## src/rtl/wb_sequencer.sv

```systemverilog
// Register-writeback sequencer: walks the writeback phase of a decoded
// instruction, driving RegDest/WbSrc/RegWrite, with memory-wait timeout.
module wb_sequencer #(
    parameter int unsigned MEM_TIMEOUT = 15
) (
    input  logic       clk,
    input  logic       rst_n,
    input  logic       start,
    input  logic [5:0] opcode,
    input  logic [5:0] funct,
    input  logic [4:0] rs_idx,
    input  logic [4:0] rt_idx,
    input  logic [4:0] rd_idx,
    input  logic       mem_ready,
    output logic [2:0] RegDest,
    output logic [2:0] WbSrc,
    output logic       RegWrite,
    output logic       busy,
    output logic       done,
    output logic [1:0] err
);

    typedef enum logic [2:0] {IDLE, WAIT_MEM, WR1, WR2, DONE} state_t;
    typedef enum logic [2:0] {
        C_RALU, C_IALU, C_LW, C_JAL, C_PUSH, C_POP, C_NOWR, C_ILL
    } cls_t;

    state_t     state, state_n;
    cls_t       cls, cls_in;
    logic [4:0] rs_q, rt_q, rd_q;
    logic [7:0] cnt;
    logic [1:0] err_q, err_n;
    logic [4:0] sel_idx;
    logic       sel_checked;

    always_comb begin
        cls_in = C_ILL;
        case (opcode)
            6'h00: begin
                case (funct)
                    6'h05:   cls_in = C_PUSH;
                    6'h06:   cls_in = C_POP;
                    6'h08:   cls_in = C_NOWR;
                    default: cls_in = C_RALU;
                endcase
            end
            6'h08, 6'h09, 6'h0a, 6'h0c, 6'h0f: cls_in = C_IALU;
            6'h23:                             cls_in = C_LW;
            6'h03:                             cls_in = C_JAL;
            6'h2b, 6'h04, 6'h05, 6'h02:        cls_in = C_NOWR;
            default:                           cls_in = C_ILL;
        endcase
    end

    always_ff @(posedge clk or negedge rst_n) begin
        if (!rst_n) begin
            state <= IDLE;
            cls   <= C_ILL;
            rs_q  <= '0;
            rt_q  <= '0;
            rd_q  <= '0;
            cnt   <= '0;
            err_q <= '0;
        end else begin
            state <= state_n;
            err_q <= err_n;
            // counter idles at zero outside WAIT_MEM, so entry always starts clean
            cnt   <= (state == WAIT_MEM && !mem_ready) ? cnt + 8'd1 : '0;
            if (state == IDLE && start) begin
                cls  <= cls_in;
                rs_q <= rs_idx;
                rt_q <= rt_idx;
                rd_q <= rd_idx;
            end
        end
    end

    always_comb begin
        state_n = state;
        err_n   = err_q;
        case (state)
            IDLE: begin
                if (start) begin
                    err_n = 2'b00;
                    case (cls_in)
                        C_LW, C_POP: state_n = WAIT_MEM;
                        C_NOWR:      state_n = DONE;
                        C_ILL: begin
                            state_n = DONE;
                            err_n   = 2'b01;
                        end
                        default:     state_n = WR1;
                    endcase
                end
            end
            WAIT_MEM: begin
                if (mem_ready) begin
                    state_n = WR1;
                end else if (cnt == 8'(MEM_TIMEOUT - 1)) begin
                    state_n = DONE;
                    err_n   = 2'b10;
                end
            end
            WR1:     state_n = (cls == C_POP) ? WR2 : DONE;
            WR2:     state_n = DONE;
            DONE:    state_n = IDLE;
            default: state_n = IDLE;
        endcase
    end

    always_comb begin
        RegDest = 3'b000;
        WbSrc   = 3'b000;
        if (state == WR1) begin
            case (cls)
                C_RALU:  begin RegDest = 3'b100; WbSrc = 3'b000; end
                C_IALU:  begin RegDest = 3'b000; WbSrc = 3'b000; end
                C_LW:    begin RegDest = 3'b000; WbSrc = 3'b001; end
                C_JAL:   begin RegDest = 3'b011; WbSrc = 3'b010; end
                C_PUSH:  begin RegDest = 3'b010; WbSrc = 3'b011; end
                C_POP:   begin RegDest = 3'b001; WbSrc = 3'b001; end
                default: begin RegDest = 3'b000; WbSrc = 3'b000; end
            endcase
        end else if (state == WR2) begin
            RegDest = 3'b010;
            WbSrc   = 3'b100;
        end
    end

    // sp/ra selects are fixed non-zero registers and never suppressed
    always_comb begin
        sel_idx     = '0;
        sel_checked = 1'b1;
        case (RegDest)
            3'b000:  sel_idx = rt_q;
            3'b001:  sel_idx = rs_q;
            3'b100:  sel_idx = rd_q;
            default: sel_checked = 1'b0;
        endcase
    end

    assign RegWrite = (state == WR1 || state == WR2) && (!sel_checked || sel_idx != 5'd0);
    assign busy     = (state != IDLE);
    assign done     = (state == DONE);
    assign err      = (state == DONE) ? err_q : 2'b00;

endmodule

```

## config.mk

```make
export PLATFORM = sky130hd
export DESIGN_NAME = wb_sequencer
export DESIGN_NICKNAME = d
export VERILOG_FILES = /design/src/rtl/wb_sequencer.sv
export SDC_FILE = /design/constraint.sdc
export NUM_CORES = 1
export LEC_CHECK = 0
export BUFFER_PORTS_ARGS = -buffer_cell sky130_fd_sc_hd__buf_2
export CAP_MARGIN = 40
export CORE_UTILIZATION = 31
export CTS_CLUSTER_DIAMETER = 200
export DETAILED_ROUTE_END_ITERATION = 10
export HOLD_SLACK_MARGIN = 0.15
export PLACE_DENSITY = 0.61
export SLEW_MARGIN = 20
export SYNTH_ARGS = -nofsm -noshare
export SYNTH_HDL_FRONTEND = slang
export SYNTH_SLANG_ARGS = --single-unit
```

## constraint.sdc

```tcl
create_clock -name clk -period 1.9 [get_ports clk]
set_input_delay 0.19 -clock clk [delete_from_list [all_inputs] [get_ports clk]]
set_output_delay 0.19 -clock clk [all_outputs]
set_load 0.03 [all_outputs]
```

==> reports/qor.yml, run 1 <==
outcome: "complete, but fails checks"
violations: "setup timing"
p_leak_nw: 1.20
wl_per_cell_um: 12.8
grt_usage_pct: 15.2
totalWireLength_um: 4740
crit_required_ps: 1710
grt.overflow.total: 0
yosys.area_share.simple_pct: 32.8
grt_max_degree: 32
ys.flop_type: "dfrtp_1"
yosysSeqAreaShare_pct: 41.1
synth_area_sq_um: 1890
die_h_um: 80.2
cts_buffers: 5
dp.cells: 345
num_vias: 1849
root_buffer: "clkbuf_8"
worstSetupStartpointType: "register"
setup-violations-final: 1
fin_crit_ps: 2070
max_freq_mhz: 483
cts_buffer_depth: 2
fp.coreArea_sq_um: 5920
synthAdderAreaFrac_pct: 1.85
worstHoldPathCells: 4
initial_core_util_pct: 32.0
cts_sinks: 31
antenna_found_initial: 0
maxCapViolations: 0
drtIter0Drc: 83
synthArstFlopShare_pct: 100
cts_tree: "done"
grt_pass1_wl_um: 7400
path_clk_slew_ps: 70
critPathKind: "register to primary output"
fin_setup_tns_ps: -171
diodes: 0
pre_cts_ws_ps: 104
synthXorXnorAreaFrac_pct: 4.62
peakVddDrop_mv: 0.705
synth_edf_count: 0
synth_seq_cells: 31
rsz0062_at_grt: "true"
yosysWarnings: 0
grt_pass1_vias: 1619
cts_htree_levels: 2
skew_ps: 8.84
path_max_fanout: 7
stdcell_count: 371
final_max_slew_viol_count: 0
synth_top_family_by_area: "simple AND/OR/NAND/NOR gates"
reg2reg_depth: 6
hpwl_um: 3300
final.period_utilization_pct: 109
crit_arrival_ps: 1880
min_from: "mem_ready"
io_pins: 42
startpoint: "cls[1]"
worstMarginPinSlew_ps: 693
drt-vias-per-instance: 4.98
syn_to_final_growth_pct: 36.6
drt_pre_antenna_iters: 4
synth-compound-area-share_pct: 14.7
regToRegStartpoint: "cls[2]"
synth_cells: 233
hold_viol_final: 0
drc: 0
synth.distinct_cells: 50
syn-num-nets: 266
setup_ws_ps: -171
min_path_type: "primary input to register"
maxSlewHeadroom_pct: 53.8
gp_congestion: 0.855
die_w_um: 80.2
power.density_nw_per_um2: 1180
power.total_mw: 3.06
cp-end-kind: "primary output"
syn_area_per_cell_sq_um: 8.13
core.rowCount: 28
port_buffers: 41
clock_latency_ps: 280
ant_nets: 0
layout-drive-gt1-share_pct: 26.4
layout.nets: 328
synth.area.mux_share_pct: 0
die_area_sq_um: 6430
-- registers in the layout (all words and copies together) (netlist names) --
| signal | cells |
|---|---|
| cnt | 8 |
| rd_q | 5 |
| rs_q | 5 |
| rt_q | 5 |
| cls | 3 |
| state | 3 |
| err_q | 2 |
-- cells by family (layout without fill, tap and decap cells) --
logic type | count (synthesis) | after routing
flip-flops | 31 | 31
AND/OR/NAND/NOR | 128 | 128
buffers and inverters | 21 | 84
adder cells (fa/ha/maj) | 3 | 3
XOR/XNOR | 10 | 10
AO/OA/AOI/OAI | 40 | 40
-- power breakdown --
| group | total (mW) | switching [mW] | internal, mW |
|---|---|---|---|
| combinational | 1.30 | 0.759 | 0.541 |
| sequential | 1.09 | 0.180 | 0.914 |
| clock | 0.671 | 0.247 | 0.424 |
-- synth_stat cells (3+ instances only) --
cell / number / area, sq um
o21ai_0: 9 / 45.0
dfrtp_1: 28 / 701
nor4b_1: 3 / 26.3
dfstp_2: 3 / 78.8
a31oi_1: 3 / 18.8
nand3_1: 9 / 45.0
xnor2_1: 3 / 26.3
and2_1: 4 / 25.0
buf_2: 6 / 30.0
nor4bb_1: 3 / 30.0
clkbuf_1: 6 / 22.5
a21oi_1: 5 / 25.0
and3_1: 3 / 18.8
nor4_1: 5 / 31.3
nor2b_1: 3 / 18.8
nor2_1: 18 / 67.6
o21a_1: 3 / 22.5
nand2_1: 60 / 225
inv_1: 6 / 22.5
xor2_1: 7 / 61.3
nor3_1: 8 / 40.0
-- final timing paths --
check | slack [ps] | to
setup / recovery | -170 | RegWrite
hold / removal | 260 | err_q[1]
setup reg to reg | 60 | state[1]
hold reg to reg | 480 | rs_q[0]
max in group asynchronous | 960 | cnt[5]
min in group asynchronous | 490 | rt_q[3]
-- layout by cell type (no fill, tap or decap), types with 2 or more instances in the layout --
cell | netlist | final
nand2b_1 | 2 | 2
dfstp_2 | 3 | 3
xnor2_1 | 3 | 3
nor2_1 | 18 | 18
a21oi_1 | 5 | 5
xor2_1 | 7 | 6
clkbuf_8 | 0 | 6
and2_1 | 4 | 4
nor4_2 | 1 | 3
o31a_1 | 2 | 2
ha_1 | 2 | 2
dlygate4sd3_1 | 0 | 16
nor4b_1 | 3 | 3
a21o_1 | 2 | 2
o31ai_1 | 2 | 2
o21ai_0 | 9 | 9
nor3_1 | 8 | 7
inv_1 | 6 | 5
a31oi_1 | 3 | 3
buf_4 | 1 | 14
o21a_1 | 3 | 3
nor4_1 | 5 | 2
and3_1 | 3 | 3
a41oi_1 | 2 | 2
nand3_1 | 9 | 9
dfrtp_1 | 28 | 28
nand2_1 | 60 | 59
buf_2 | 6 | 38
nor4bb_1 | 3 | 3
a211o_1 | 2 | 2
nor2b_1 | 3 | 3
-- layout make-up --
type	instances	area, sq um
Fill cell	582	3330
Multi-Input combinational cell	181	1100
Sequential cell	31	779
Timing Repair Buffer	70	474
Tap cell	75	93.8
Clock buffer	6	82.6
Clock inverter	2	35.0
Inverter	6	22.5
-- layer usage --
| metal | share of wire (%) | wire length, um | vias to the layer above | track usage, % |
|---|---|---|---|---|
| met5 | 0 | 0 | - | 0 |
| met4 | 1.8 | 84 | 0 | 6.43 |
| met3 | 4.3 | 204 | 5 | 3.07 |
| met2 | 48 | 2260 | 42 | 24.3 |
| met1 | 46 | 2200 | 870 | 19.8 |
| li1 | - | - | 932 | - |
-- critical path, stage by stage, from the launching register on --
cell and delay [ps]:
dfstp_2 620, xor2_2 170, a22oi_1 120, o211a_1 230, nor3_2 180, o21a_1 150, buf_6 130
-- timing repair --
| item | CTS | global route |
|---|---|---|
| pin swaps | 2 | 1 |
| gates resized for setup | 5 | 11 |
| gates cloned | 0 | 0 |
| hold buffers | 16 | 0 |
| setup buffers | 1 | 1 |
| endpoints found under the setup margin | 1 | 5 |
| endpoints found under the hold margin | 43 | 0 |
-- through the flow --
stage	instance area, sq um	utilization [%]	hold WS (ps)
6_report	2590	43.7	256
5_1_grt	2590	43.7	286
2_1_floorplan	1910	-	-106
3_3_place_gp	2220	37.4	276
3_5_place_dp	2220	37.4	280
4_1_cts	2530	42.7	245
Note: power is estimated with default switching activity, not from simulation.
==> run 2: changes to the inputs <==
--- a/config.mk
+++ b/config.mk
@@ -7,11 +7,12 @@
 export LEC_CHECK = 0
 export BUFFER_PORTS_ARGS = -buffer_cell sky130_fd_sc_hd__buf_2
 export CAP_MARGIN = 40
-export CORE_UTILIZATION = 31
+export CORE_UTILIZATION = 29
 export CTS_CLUSTER_DIAMETER = 200
 export DETAILED_ROUTE_END_ITERATION = 10
 export HOLD_SLACK_MARGIN = 0.15
-export PLACE_DENSITY = 0.61
+export PLACE_DENSITY = 0.58
+export SETUP_SLACK_MARGIN = 0.5
 export SLEW_MARGIN = 20
 export SYNTH_ARGS = -nofsm -noshare
 export SYNTH_HDL_FRONTEND = slang
==> reports/qor.yml, run 2 (synthesis results as in run 1) <==
cp-end-kind: "primary output"
slowest_delay_ps: 380
seqPwrFrac_pct: 25.6
drtIter0Drc: 117
min_path_type: "primary input to register"
num_vias: 2024
use_met3_pct: 3.88
setup_ws_ps: -250
min_delay_worst_endpoint: "state[0]"
combPwrFrac_pct: 58.4
rr_endpoint: "state[1]"
die_w_um: 82.8
reg2reg_depth: 9
cts_sinks: 31
outcome: "complete, but fails checks"
drt-vias-per-instance: 5.03
cts_tree: "done"
final_cell_mix: "nand2_1, buf_2, dfrtp_1"
use_met2_pct: 26.2
top_usage_layer: "met2"
cts_htree_levels: 2
min_from: "start"
final_max_slew_viol_count: 0
path_max_fanout: 6
violations: "setup timing"
layout-drive-gt1-share_pct: 50.2
hold_viol_final: 0
antenna_found_initial: 0
grt_pass1_wl_um: 9000
worstMarginPinSlew_ps: 725
largest_reg_flops: 8
fill_cells: 551
power.total_mw: 4.37
die_h_um: 82.8
fin_crit_ps: 2150
critPathKind: "register to primary output"
cell_internal_pwr_mw: 2.71
switchingPower_mw: 1.65
grt.overflow.total: 0
switching_share_pct: 37.9
crit_required_ps: 1710
grt_use_met1_pct: 21.0
clock_latency_ps: 300
rsz0062_at_grt: "true"
regMostFlops: "cnt"
layout.nets: 357
max_freq_mhz: 465
grt_usage_pct: 16.5
grt_pass1_vias: 1877
ant_nets: 0
cts_buffer_depth: 2
io_pins: 42
maxCapViolations: 0
worst_hold_slack_ps: 263
gp_congestion: 0.836
core.rowCount: 29
path_clk_slew_ps: 70
wl_per_cell_um: 15.3
worstHoldPathCells: 3
p_leak_nw: 1.52
skew_ps: 8.36
power.density_nw_per_um2: 1300
worstSetupStartpointType: "register"
final.period_utilization_pct: 113
die_area_sq_um: 6860
diodes: 0
peakVddDrop_mv: 0.696
regToRegStartpoint: "state[0]"
root_buffer: "clkbuf_8"
hpwl_um: 3210
syn_to_final_growth_pct: 77.5
power_frac_clock_pct: 16.0
fp.coreArea_sq_um: 6310
crit_arrival_ps: 1960
maxSlewHeadroom_pct: 51.7
drc: 0
port_buffers: 41
grt_max_degree: 32
totalWireLength_um: 6140
cts_buffers: 5
cpMaxStageDelayCell: "dfrtp_1"
initial_core_util_pct: 30.0
drt_pre_antenna_iters: 4
setup-violations-final: 1
ff2ff_setup_slack_ps: 50
crit_chain: "or3b_1, buf_4, nor4_1, nor3_1, o21a_2, buf_6"
## run 2: layout make-up
cell class              instances  area [sq um]  share of cell area, %
inverters                       6          22.5                  0.670
multi-input cells             181          1400                   41.6
clock inverters                 2          35.0                   1.04
flip-flops and latches         31           779                   23.2
well taps                      77          96.3                   2.87
repair buffers                 99           947                   28.2
clock buffers                   6          82.6                   2.46
## run 2: timing repair
action	in CTS	in global routing
setup buffers	14	14
pin swaps	19	21
gates resized for setup	81	60
endpoints found under the hold margin	43	0
endpoints found under the setup margin	42	42
cloned	5	0
hold buffers	16	0
## run 2: per-layer routing
layer / wire length (um) / part of all wire, %
met5: 0 / 0
met4: 118 / 1.9
met3: 245 / 4.0
met2: 3120 / 51
met1: 2660 / 43
## run 2: worst max-delay path, delay by kind of cell, from the launching register on
kind / cells / cell delay (ps)
AOI/OAI and AO/OA: 1 / 210
DFF: 1 / 380
and+or+nand+nor: 3 / 770
buffers and inverters: 2 / 300
## run 2: how the worst max path moves through the flow
stage | startpoint | endpoint | slack, ps
2_1_floorplan | state[1] | RegWrite | 70
3_3_place_gp | cls[2] | RegWrite | 100
3_5_place_dp | cls[2] | RegWrite | 90
4_1_cts | state[0] | RegWrite | -170
5_1_grt | state[0] | RegWrite | -300
6_report | state[0] | RegWrite | -250
## run 2: metrics by stage
step	cell area (sq um)	TNS (ps)	setup slack (ps)	utilization, %	instances
finish	3360	-250	-250	53.3	402
global route	3360	-296	-296	53.3	402
CTS	3010	-166	-166	47.7	388
detailed placement	2230	0	90.2	35.4	345
global placement	2230	0	95.9	35.4	345
floorplan	1940	0	65.5	-	233
## run 2: power by group through the flow
stage	clock [mW]	sequential, mW	combinational, mW
global placement	0	1.09	1.12
global route	0.746	1.15	2.71
finish	0.701	1.12	2.55
detailed placement	0	1.10	1.13
CTS	0.701	1.07	1.96
floorplan	0	1.03	0.836
